==> src/rtl/glb_ld_addr_gen.sv <==
// Load-DMA read-address generator for one GLB tile: walks an affine loop nest
// and issues rd_en/rd_addr requests with optional burst/idle duty-cycle gating.
module glb_ld_addr_gen #(
  parameter int unsigned LOOP_LEVEL   = 4,
  parameter int unsigned ADDR_WIDTH   = 22,
  parameter int unsigned RANGE_WIDTH  = 16,
  parameter int unsigned STRIDE_WIDTH = 16
) (
  input  logic                                 clk,
  input  logic                                 reset,
  input  logic [1:0]                           cfg_mode,
  input  logic [ADDR_WIDTH-1:0]                cfg_start_addr,
  input  logic [LOOP_LEVEL*RANGE_WIDTH-1:0]    cfg_range,
  input  logic [LOOP_LEVEL*STRIDE_WIDTH-1:0]   cfg_stride,
  input  logic [RANGE_WIDTH-1:0]               cfg_num_active,
  input  logic [RANGE_WIDTH-1:0]               cfg_num_inactive,
  input  logic                                 start_pulse,
  input  logic                                 rd_ready,
  output logic                                 rd_en,
  output logic [ADDR_WIDTH-1:0]                rd_addr,
  output logic                                 busy,
  output logic                                 done_pulse
);

  localparam logic [1:0] MODE_OFF    = 2'b00;
  localparam logic [1:0] MODE_REPEAT = 2'b10;

  typedef enum logic [1:0] {IDLE, ACTIVE, INACTIVE} state_t;

  state_t                  state_q;
  logic [ADDR_WIDTH-1:0]   start_q;
  logic [RANGE_WIDTH-1:0]  range_q  [LOOP_LEVEL];
  logic [STRIDE_WIDTH-1:0] stride_q [LOOP_LEVEL];
  logic [RANGE_WIDTH-1:0]  itr_q    [LOOP_LEVEL];
  logic [RANGE_WIDTH-1:0]  num_active_q;
  logic [RANGE_WIDTH-1:0]  num_inactive_q;
  logic [RANGE_WIDTH-1:0]  active_cnt_q;
  logic [RANGE_WIDTH-1:0]  inactive_cnt_q;
  logic                    repeat_q;
  logic                    gate_q;

  logic [RANGE_WIDTH-1:0]  itr_nxt_c [LOOP_LEVEL];
  logic [LOOP_LEVEL-1:0]   at_max_c;
  logic                    last_c;
  logic [ADDR_WIDTH-1:0]   addr_nxt_c;
  logic                    mode_off_c;
  logic                    burst_end_c;
  logic                    idle_end_c;

  assign mode_off_c  = (cfg_mode == MODE_OFF);
  assign burst_end_c = gate_q && (active_cnt_q == num_active_q - RANGE_WIDTH'(1));
  assign idle_end_c  = (inactive_cnt_q == num_inactive_q - RANGE_WIDTH'(1));

  // Ripple-carry iterator advance; a zero range behaves as a single iteration.
  always_comb begin
    last_c     = 1'b1;
    addr_nxt_c = start_q;
    at_max_c   = '0;
    for (int i = 0; i < LOOP_LEVEL; i++) begin
      at_max_c[i]  = (range_q[i] == '0) || (itr_q[i] == range_q[i] - RANGE_WIDTH'(1));
      itr_nxt_c[i] = itr_q[i];
      if (last_c) begin
        itr_nxt_c[i] = at_max_c[i] ? '0 : itr_q[i] + RANGE_WIDTH'(1);
      end
      last_c     = last_c & at_max_c[i];
      addr_nxt_c = addr_nxt_c + ADDR_WIDTH'(itr_nxt_c[i]) * ADDR_WIDTH'(stride_q[i]);
    end
  end

  always_ff @(posedge clk) begin
    if (reset) begin
      state_q        <= IDLE;
      rd_en          <= 1'b0;
      rd_addr        <= '0;
      busy           <= 1'b0;
      done_pulse     <= 1'b0;
      start_q        <= '0;
      num_active_q   <= '0;
      num_inactive_q <= '0;
      active_cnt_q   <= '0;
      inactive_cnt_q <= '0;
      repeat_q       <= 1'b0;
      gate_q         <= 1'b0;
      for (int i = 0; i < LOOP_LEVEL; i++) begin
        range_q[i]  <= '0;
        stride_q[i] <= '0;
        itr_q[i]    <= '0;
      end
    end else begin
      done_pulse <= 1'b0;
      if (state_q != IDLE && mode_off_c) begin
        // Abort: outstanding request is dropped and no completion is reported.
        state_q        <= IDLE;
        rd_en          <= 1'b0;
        busy           <= 1'b0;
        active_cnt_q   <= '0;
        inactive_cnt_q <= '0;
        for (int i = 0; i < LOOP_LEVEL; i++) itr_q[i] <= '0;
      end else begin
        unique case (state_q)
          IDLE: begin
            if (start_pulse && !mode_off_c) begin
              state_q        <= ACTIVE;
              rd_en          <= 1'b1;
              busy           <= 1'b1;
              rd_addr        <= cfg_start_addr;
              start_q        <= cfg_start_addr;
              num_active_q   <= cfg_num_active;
              num_inactive_q <= cfg_num_inactive;
              repeat_q       <= (cfg_mode == MODE_REPEAT);
              gate_q         <= (cfg_num_active != '0) && (cfg_num_inactive != '0);
              active_cnt_q   <= '0;
              inactive_cnt_q <= '0;
              for (int i = 0; i < LOOP_LEVEL; i++) begin
                range_q[i]  <= cfg_range[i*RANGE_WIDTH +: RANGE_WIDTH];
                stride_q[i] <= cfg_stride[i*STRIDE_WIDTH +: STRIDE_WIDTH];
                itr_q[i]    <= '0;
              end
            end
          end
          ACTIVE: begin
            if (rd_ready) begin
              if (last_c) begin
                // Nest completion outranks the gating burst boundary.
                done_pulse   <= 1'b1;
                active_cnt_q <= '0;
                for (int i = 0; i < LOOP_LEVEL; i++) itr_q[i] <= '0;
                if (repeat_q) begin
                  rd_addr <= start_q;
                end else begin
                  state_q <= IDLE;
                  rd_en   <= 1'b0;
                  busy    <= 1'b0;
                end
              end else begin
                rd_addr <= addr_nxt_c;
                for (int i = 0; i < LOOP_LEVEL; i++) itr_q[i] <= itr_nxt_c[i];
                if (burst_end_c) begin
                  state_q      <= INACTIVE;
                  rd_en        <= 1'b0;
                  active_cnt_q <= '0;
                end else begin
                  active_cnt_q <= active_cnt_q + RANGE_WIDTH'(1);
                end
              end
            end
          end
          INACTIVE: begin
            if (idle_end_c) begin
              state_q        <= ACTIVE;
              rd_en          <= 1'b1;
              inactive_cnt_q <= '0;
            end else begin
              inactive_cnt_q <= inactive_cnt_q + RANGE_WIDTH'(1);
            end
          end
          default: begin
            state_q <= IDLE;
            rd_en   <= 1'b0;
            busy    <= 1'b0;
          end
        endcase
      end
    end
  end

endmodule

==> config.mk <==
export PLATFORM = sky130hd
export DESIGN_NAME = glb_ld_addr_gen
export DESIGN_NICKNAME = d
export VERILOG_FILES = /design/src/rtl/glb_ld_addr_gen.sv
export SDC_FILE = /design/constraint.sdc
export NUM_CORES = 2
export LEC_CHECK = 0
export ABC_AREA = 1
export ABC_CLOCK_PERIOD_IN_PS = 10600
export CAP_MARGIN = 25
export CORE_AREA = 2 2 276 278
export DETAILED_ROUTE_END_ITERATION = 10
export DIE_AREA = 0 0 278 280
export GPL_TIMING_DRIVEN = 0
export PLACE_DENSITY = 0.79
export SLEW_MARGIN = 25
export SYNTH_ARGS = -nofsm -noshare
export SYNTH_HDL_FRONTEND = slang
export SYNTH_SLANG_ARGS = --single-unit
==> constraint.sdc <==
create_clock -name clk -period 10.6 [get_ports clk]
set_clock_uncertainty 0.05 [all_clocks]
set_input_delay 1.06 -clock clk [delete_from_list [all_inputs] [get_ports clk]]
set_output_delay 1.06 -clock clk [all_outputs]
set_load 0.005 [all_outputs]
## After elaboration in Yosys (flattened, before gate mapping)

Memory sizes are Yosys's and may differ from the RTL's.
Cells that the tools add are included.

- Register bits: 115
- RAM bits: 192
- Input bits: 188
- Output and inout bits: 25
- Memories: 3

Memories:

| memory | depth | bits a word | rd ports | clocked after memory_dff | write ports | RTL line | source |
|---|---|---|---|---|---|---|---|
| itr_q | 4 | 16 | 4 | 0 | 4 | 34 | `logic [RANGE_WIDTH-1:0] itr_q [LOOP_LEVEL];` |
| range_q | 4 | 16 | 4 | 0 | 4 | 32 | `logic [RANGE_WIDTH-1:0] range_q [LOOP_LEVEL];` |
| stride_q | 4 | 16 | 4 | 0 | 4 | 33 | `logic [STRIDE_WIDTH-1:0] stride_q [LOOP_LEVEL];` |

- Add/subtract/negate cells: 16
- Multiply operators: 4
- Equality and inequality tests: 17
- Muxes and demuxes: 82
- Bitwise logic cells: 29
- Reductions and logical operators: 27

Operator list:

| kind | number |
|---|---|
| $mux W16 | 36 |
| $add A16 B1 Y16 const B | 6 |
| $eq A16 B16 Y1 | 6 |
| $sub A16 B1 Y16 const B | 6 |
| $add A22 B22 Y22 | 4 |
| $mul A16 B16 Y22 | 4 |
| $mux W22 | 4 |
| $logic_not A16 Y1 | 4 |
| $pmux W16 S2 | 2 |
| $pmux W22 S2 | 1 |
| $reduce_bool A16 Y1 | 2 |
| $mux W1 | 30 |
| $or A1 B1 Y1 | 24 |
| $reduce_and A5 Y1 | 3 |
| $mux W2 | 6 |
| $ne A2 B2 Y1 const B | 5 |
| $ne A3 B3 Y1 const B | 3 |
| $pmux W1 S3 | 2 |
| $pmux W2 S3 | 1 |
| $reduce_and A3 Y1 | 2 |
| $reduce_bool A2 Y1 | 3 |
| $eq A2 B2 Y1 const B | 2 |
| $logic_and A1 B1 Y1 | 4 |
| $logic_not A2 Y1 | 2 |
| other kinds (7) | 13 |

## Longest topological paths before layout

- Depth in word-level cells: 14
- Depth in mapped cells: 59

## Worst setup path after synthesis

No wires, ideal clock.

- Kind: register -> register
- Start point: memory range_q[0][0]
- End point: register rd_addr[20]
- Setup time: 0.122 ns
- Data arrival time: 9.581 ns
- Slack: 0.847 ns
- Stages on the path, launching flop included: 47
- Path buffers: 4
- Period minus slack after synthesis: 9.753 ns
- Cell sequence: edfxtp_1 -> inv_2 -> ha_1 -> inv_1 -> nand2_1 -> nand2_1 -> xnor2_1 -> nand3_1 -> nor2_1 -> nand3_2 -> nand2_4 -> buf_6 -> buf_6 -> clkbuf_1 -> o21ai_0 -> o21ai_1 -> clkbuf_1 -> nor2_1 -> [11 not listed] -> fa_1 -> ha_1 -> nand2_1 -> o21ai_0 -> a21oi_1 -> o21bai_1 -> nand3_1 -> nand2_1 -> nand3_1 -> nand2_1 -> a21oi_1 -> o21bai_1 -> a21oi_1 -> nor2_1 -> nor2_1 -> xnor2_1 -> o21ai_0 -> a21oi_1

RTL lines:

| what | RTL line | source |
|---|---|---|
| start, declared | 32 |  |
| end signal, assigned | 106 | `rd_addr <= cfg_start_addr;` |
| end signal, assigned | 129 | `rd_addr <= start_q;` |
| end signal, assigned | 136 | `rd_addr <= addr_nxt_c;` |
| end, declared | 20 | `output logic [ADDR_WIDTH-1:0] rd_addr,` |

==> results.txt <==
Setup violations remaining at the end of the flow were counted as 0. The tools report the total CTS buffers as 38. The total track usage came out at 0.353. The run gives 0 ns as the sum of negative setup slack.

The compound-gate portion of the synthesized area came out at 0.0428. Share of layout cells above drive strength 1: 0.0746. Root cell of the clock tree: sky130_fd_sc_hd__clkbuf_16. The post-detailed-route via-to-cell ratio came out at 5.48. Summed over all layers, the global routing overflow is 0. For the number of DRC violations after detailed-routing iteration 0, the log shows 3341. The simple-gate share of the synthesized area came out at 0.210. The maximum clock path buffer count is 3, and the number of buffers inserted by port buffering is 211. Among all cell types in the netlist, the one instantiated most often is sky130_fd_sc_hd__inv_1. At the later pin of the worst-skew pair, clock insertion delay measures 0.62 ns. Counting every instance in the synthesized netlist gives 5581. The combinational family with the most area after synthesis is adder cells. For the worst setup path, the data required time is 11.08 ns. The final worst-path cycle share came out at 0.996. The post-layout net count is 7102, and the largest incremental delay on the critical path is 0.59 ns. sky130_fd_sc_hd__fa_1 takes more of the synthesized area than any other cell. Via count of the first global-routing pass: 38800. For this design, the sink count on the clock tree is 306. The post-detailed-route DRC marker count is 0, and the global placement routability congestion is 1.01. The hold violation total from the final report is 0, and the number of iterations in the first detailed-routing pass is 6. Timing would allow up to 0.0948 GHz. Summing all flip-flop and latch instances after layout gives 0.00789 mm².

For the number of antenna-violating nets in the routed design, the log shows 0. The sequential fraction of the synthesis area was 0.177; the antenna cell count was 0. The area share of the leading cell type in the synthesized netlist was 0.330; the fraction of registers with async set/reset was 0. At the pin with the least slew margin, the transition time is 1.11 ns. Subtracting the final worst setup slack from the clock period gives 10.55 ns. The worst hold path belongs to the class reg -> reg. The number of filler cells placed in the layout is 6099.

The tools report the max-capacitance violation count as 0. In the synthesized netlist, the cells that appear most often are sky130_fd_sc_hd__inv_1 (1321), sky130_fd_sc_hd__nand2_1 (997), sky130_fd_sc_hd__nor2_1 (801), sky130_fd_sc_hd__fa_1 (733), sky130_fd_sc_hd__ha_1 (232). STA classifies the critical path endpoint as a flip-flop. Final routed wirelength across all metal layers: 136 mm. The floorplan step set the die height to 280 µm.

The H-tree generated during clock tree synthesis spans 2 levels. The first global-routing pass estimated 211 mm of wire. The number of hold buffers added after CTS was 0. Multiplexer fraction of the synthesized cell area: 0. The normalized max-slew margin is 0.261. The area of the multi-input gates was 0.0317 mm². The synthesized-area fraction occupied by adder cells is 0.395, and the number of synthesis warnings is 0.

Summing over every cut layer, the via total after detailed routing is 38100. Synthesis instantiated 61 different standard cells from the library. The overall die area is 0.0778 mm².

Worst-path cell with the longest stage delay: sky130_fd_sc_hd__fa_1. The dominant register cell in the synthesized netlist was sky130_fd_sc_hd__edfxtp_1. The cell area after technology mapping was 0.0445 mm²; the max-slew violation count was 0. Placed wire-length estimate: 113 mm. The region available for standard cell placement spans 0.0752 mm².

The number of core rows is 101. Critical path class: reg -> reg. Entering global routing, the biggest net connects 50 pins.

The synthesized design contains 306 register bits. The floorplan step set the die width to 278 µm. The detailed-route wire length per cell came out at 19.6 µm.

STA classifies the critical path startpoint as a flip-flop. Of all nets on the critical path, the largest fanout is 10. By instance count, the cell type seen most on the critical path is sky130_fd_sc_hd__fa_1. By area the synthesized netlist is led by sky130_fd_sc_hd__fa_1 (33%), sky130_fd_sc_hd__edfxtp_1 (12%), sky130_fd_sc_hd__inv_1 (11%).

TritonCTS built the clock tree. Each instance of the synthesized netlist takes up on average 7.98 µm². The net count of the mapped netlist is 6734, and the initial core utilization is 0.592.

For this design the top-level I/O count stands at 213. Setup repair after global routing could not meet its margin everywhere. The number of antenna violations at the first check in global routing came out at 2.

The parity-gate share of the synthesized area counting xor and xnor cells is 0.0471, and the clock transition at the register clock pins on the worst setup and hold paths after CTS is 0.07 ns. The number of enable-type register cells in the synthesized netlist is 176, and the layout overhead on the synthesized area is 14.8%. The flow ran to the end, and the final reports show no timing, DRC or antenna violations. The arrival time reported for the critical path endpoint is 11.03 ns.
-- state kept, by name, indices dropped and copies added (netlist names) --
signal,count
busy,1
state_q,1
itr_q,64
rd_addr,22
num_active_q,16
done_pulse,1
stride_q,64
active_cnt_q,16
range_q,64
num_inactive_q,16
inactive_cnt_q,16
gate_q,1
start_q,22
repeat_q,1
rd_en,1
-- layout by cell type (no fill, tap or decap), types with 11 or more instances in the layout --
cell                              count
sky130_fd_sc_hd__buf_4              110
sky130_fd_sc_hd__o21ai_2             21
sky130_fd_sc_hd__xnor2_1             73
sky130_fd_sc_hd__fa_1               728
sky130_fd_sc_hd__nand4_1             49
sky130_fd_sc_hd__clkbuf_1            97
sky130_fd_sc_hd__inv_1             1298
sky130_fd_sc_hd__a21oi_1            111
sky130_fd_sc_hd__ha_1               219
sky130_fd_sc_hd__nor2_4              20
sky130_fd_sc_hd__nor3_1              56
sky130_fd_sc_hd__nand3_1            195
sky130_fd_sc_hd__nand2_1            973
sky130_fd_sc_hd__nor2_2              26
sky130_fd_sc_hd__nor2_1             783
sky130_fd_sc_hd__dfxtp_1            130
sky130_fd_sc_hd__nand2_2             29
sky130_fd_sc_hd__o211ai_1            11
sky130_fd_sc_hd__o21ai_0            102
sky130_fd_sc_hd__xor2_1             154
sky130_fd_sc_hd__edfxtp_1           176
sky130_fd_sc_hd__nand3b_1            26
sky130_fd_sc_hd__clkinv_1            17
sky130_fd_sc_hd__clkbuf_8            11
sky130_fd_sc_hd__clkbuf_16           38
sky130_fd_sc_hd__nor4_1              21
sky130_fd_sc_hd__inv_2               30
sky130_fd_sc_hd__buf_1               18
sky130_fd_sc_hd__clkdlybuf4s50_1    211
sky130_fd_sc_hd__o21ai_1             21
-- kinds of logic after synthesis --
group	Yosys count
AOI/OAI and AO/OA	335
xor gates and xnor gates	236
adders and majority gates	965
buffers and inverters	1505
DFF	306
and+or+nand+nor	2234
-- per-layer routing --
metal | track usage | up-vias | wire length (µm)
met4 | 0.227 | 4 | 10500
met3 | 0.0582 | 485 | 11200
met1 | 0.426 | 18400 | 49800
li1 | - | 17400 | -
met2 | 0.591 | 1845 | 64500
met5 | 0 | - | 23
-- worst max-delay path: cells and delay by family (launching register included) --
| family | cells | cell delay (ns) |
|---|---|---|
| flip-flops | 1 | 0.48 |
| XOR/XNOR | 2 | 0.33 |
| buffers and inverters | 9 | 1.07 |
| AO/OA/AOI/OAI | 10 | 1.60 |
| AND/OR/NAND/NOR | 15 | 2.01 |
| adder cells (fa/ha/maj) | 11 | 4.92 |
-- through the flow --
stage	utilization	area [µm²]	setup slack, ns	hold WS [ns]	cells
after floorplan	-	44500	0.847	0.405	5581
after global placement	0.636	47900	-1.49	0.429	6770
after detailed placement	0.638	48000	-1.59	0.435	6774
after CTS	0.664	49900	-0.0306	0.451	6877
after global routing	0.680	51100	-0.310	0.463	6956
final	0.680	51100	0.0473	0.451	6956
-- final timing paths --
kind,startpoint,endpoint,depth (start not counted),slack (ns)
worst max register to register,range_q[2][2],rd_addr[20],47,0.05
worst min-delay path,itr_q[2][4],itr_q[2][4],2,0.45
worst min register to register,itr_q[2][4],itr_q[2][4],2,0.45
worst max-delay path,range_q[2][2],rd_addr[20],47,0.05
-- repair_timing --
| action | CTS | global route |
|---|---|---|
| pin swaps | 10 | 57 |
| gates resized for setup | 103 | 159 |
| setup endpoints to repair | 12 | 9 |
| buffers inserted | 39 | 76 |
| gates cloned | 0 | 3 |
-- final cells by class --
cell class	count	area share
inverter	1357	0.101
sequential	306	0.154
buffer	143	0.0149
multi-input combinational	3771	0.619
timing repair buffer	330	0.0613
clock buffer	55	0.0214
tap	978	0.0239
timing repair inverter	2	0.000245
clock inverter	14	0.00399
Power is not shown: default switching activity piles up to over one toggle a cycle in this logic, so the estimate is an artifact.
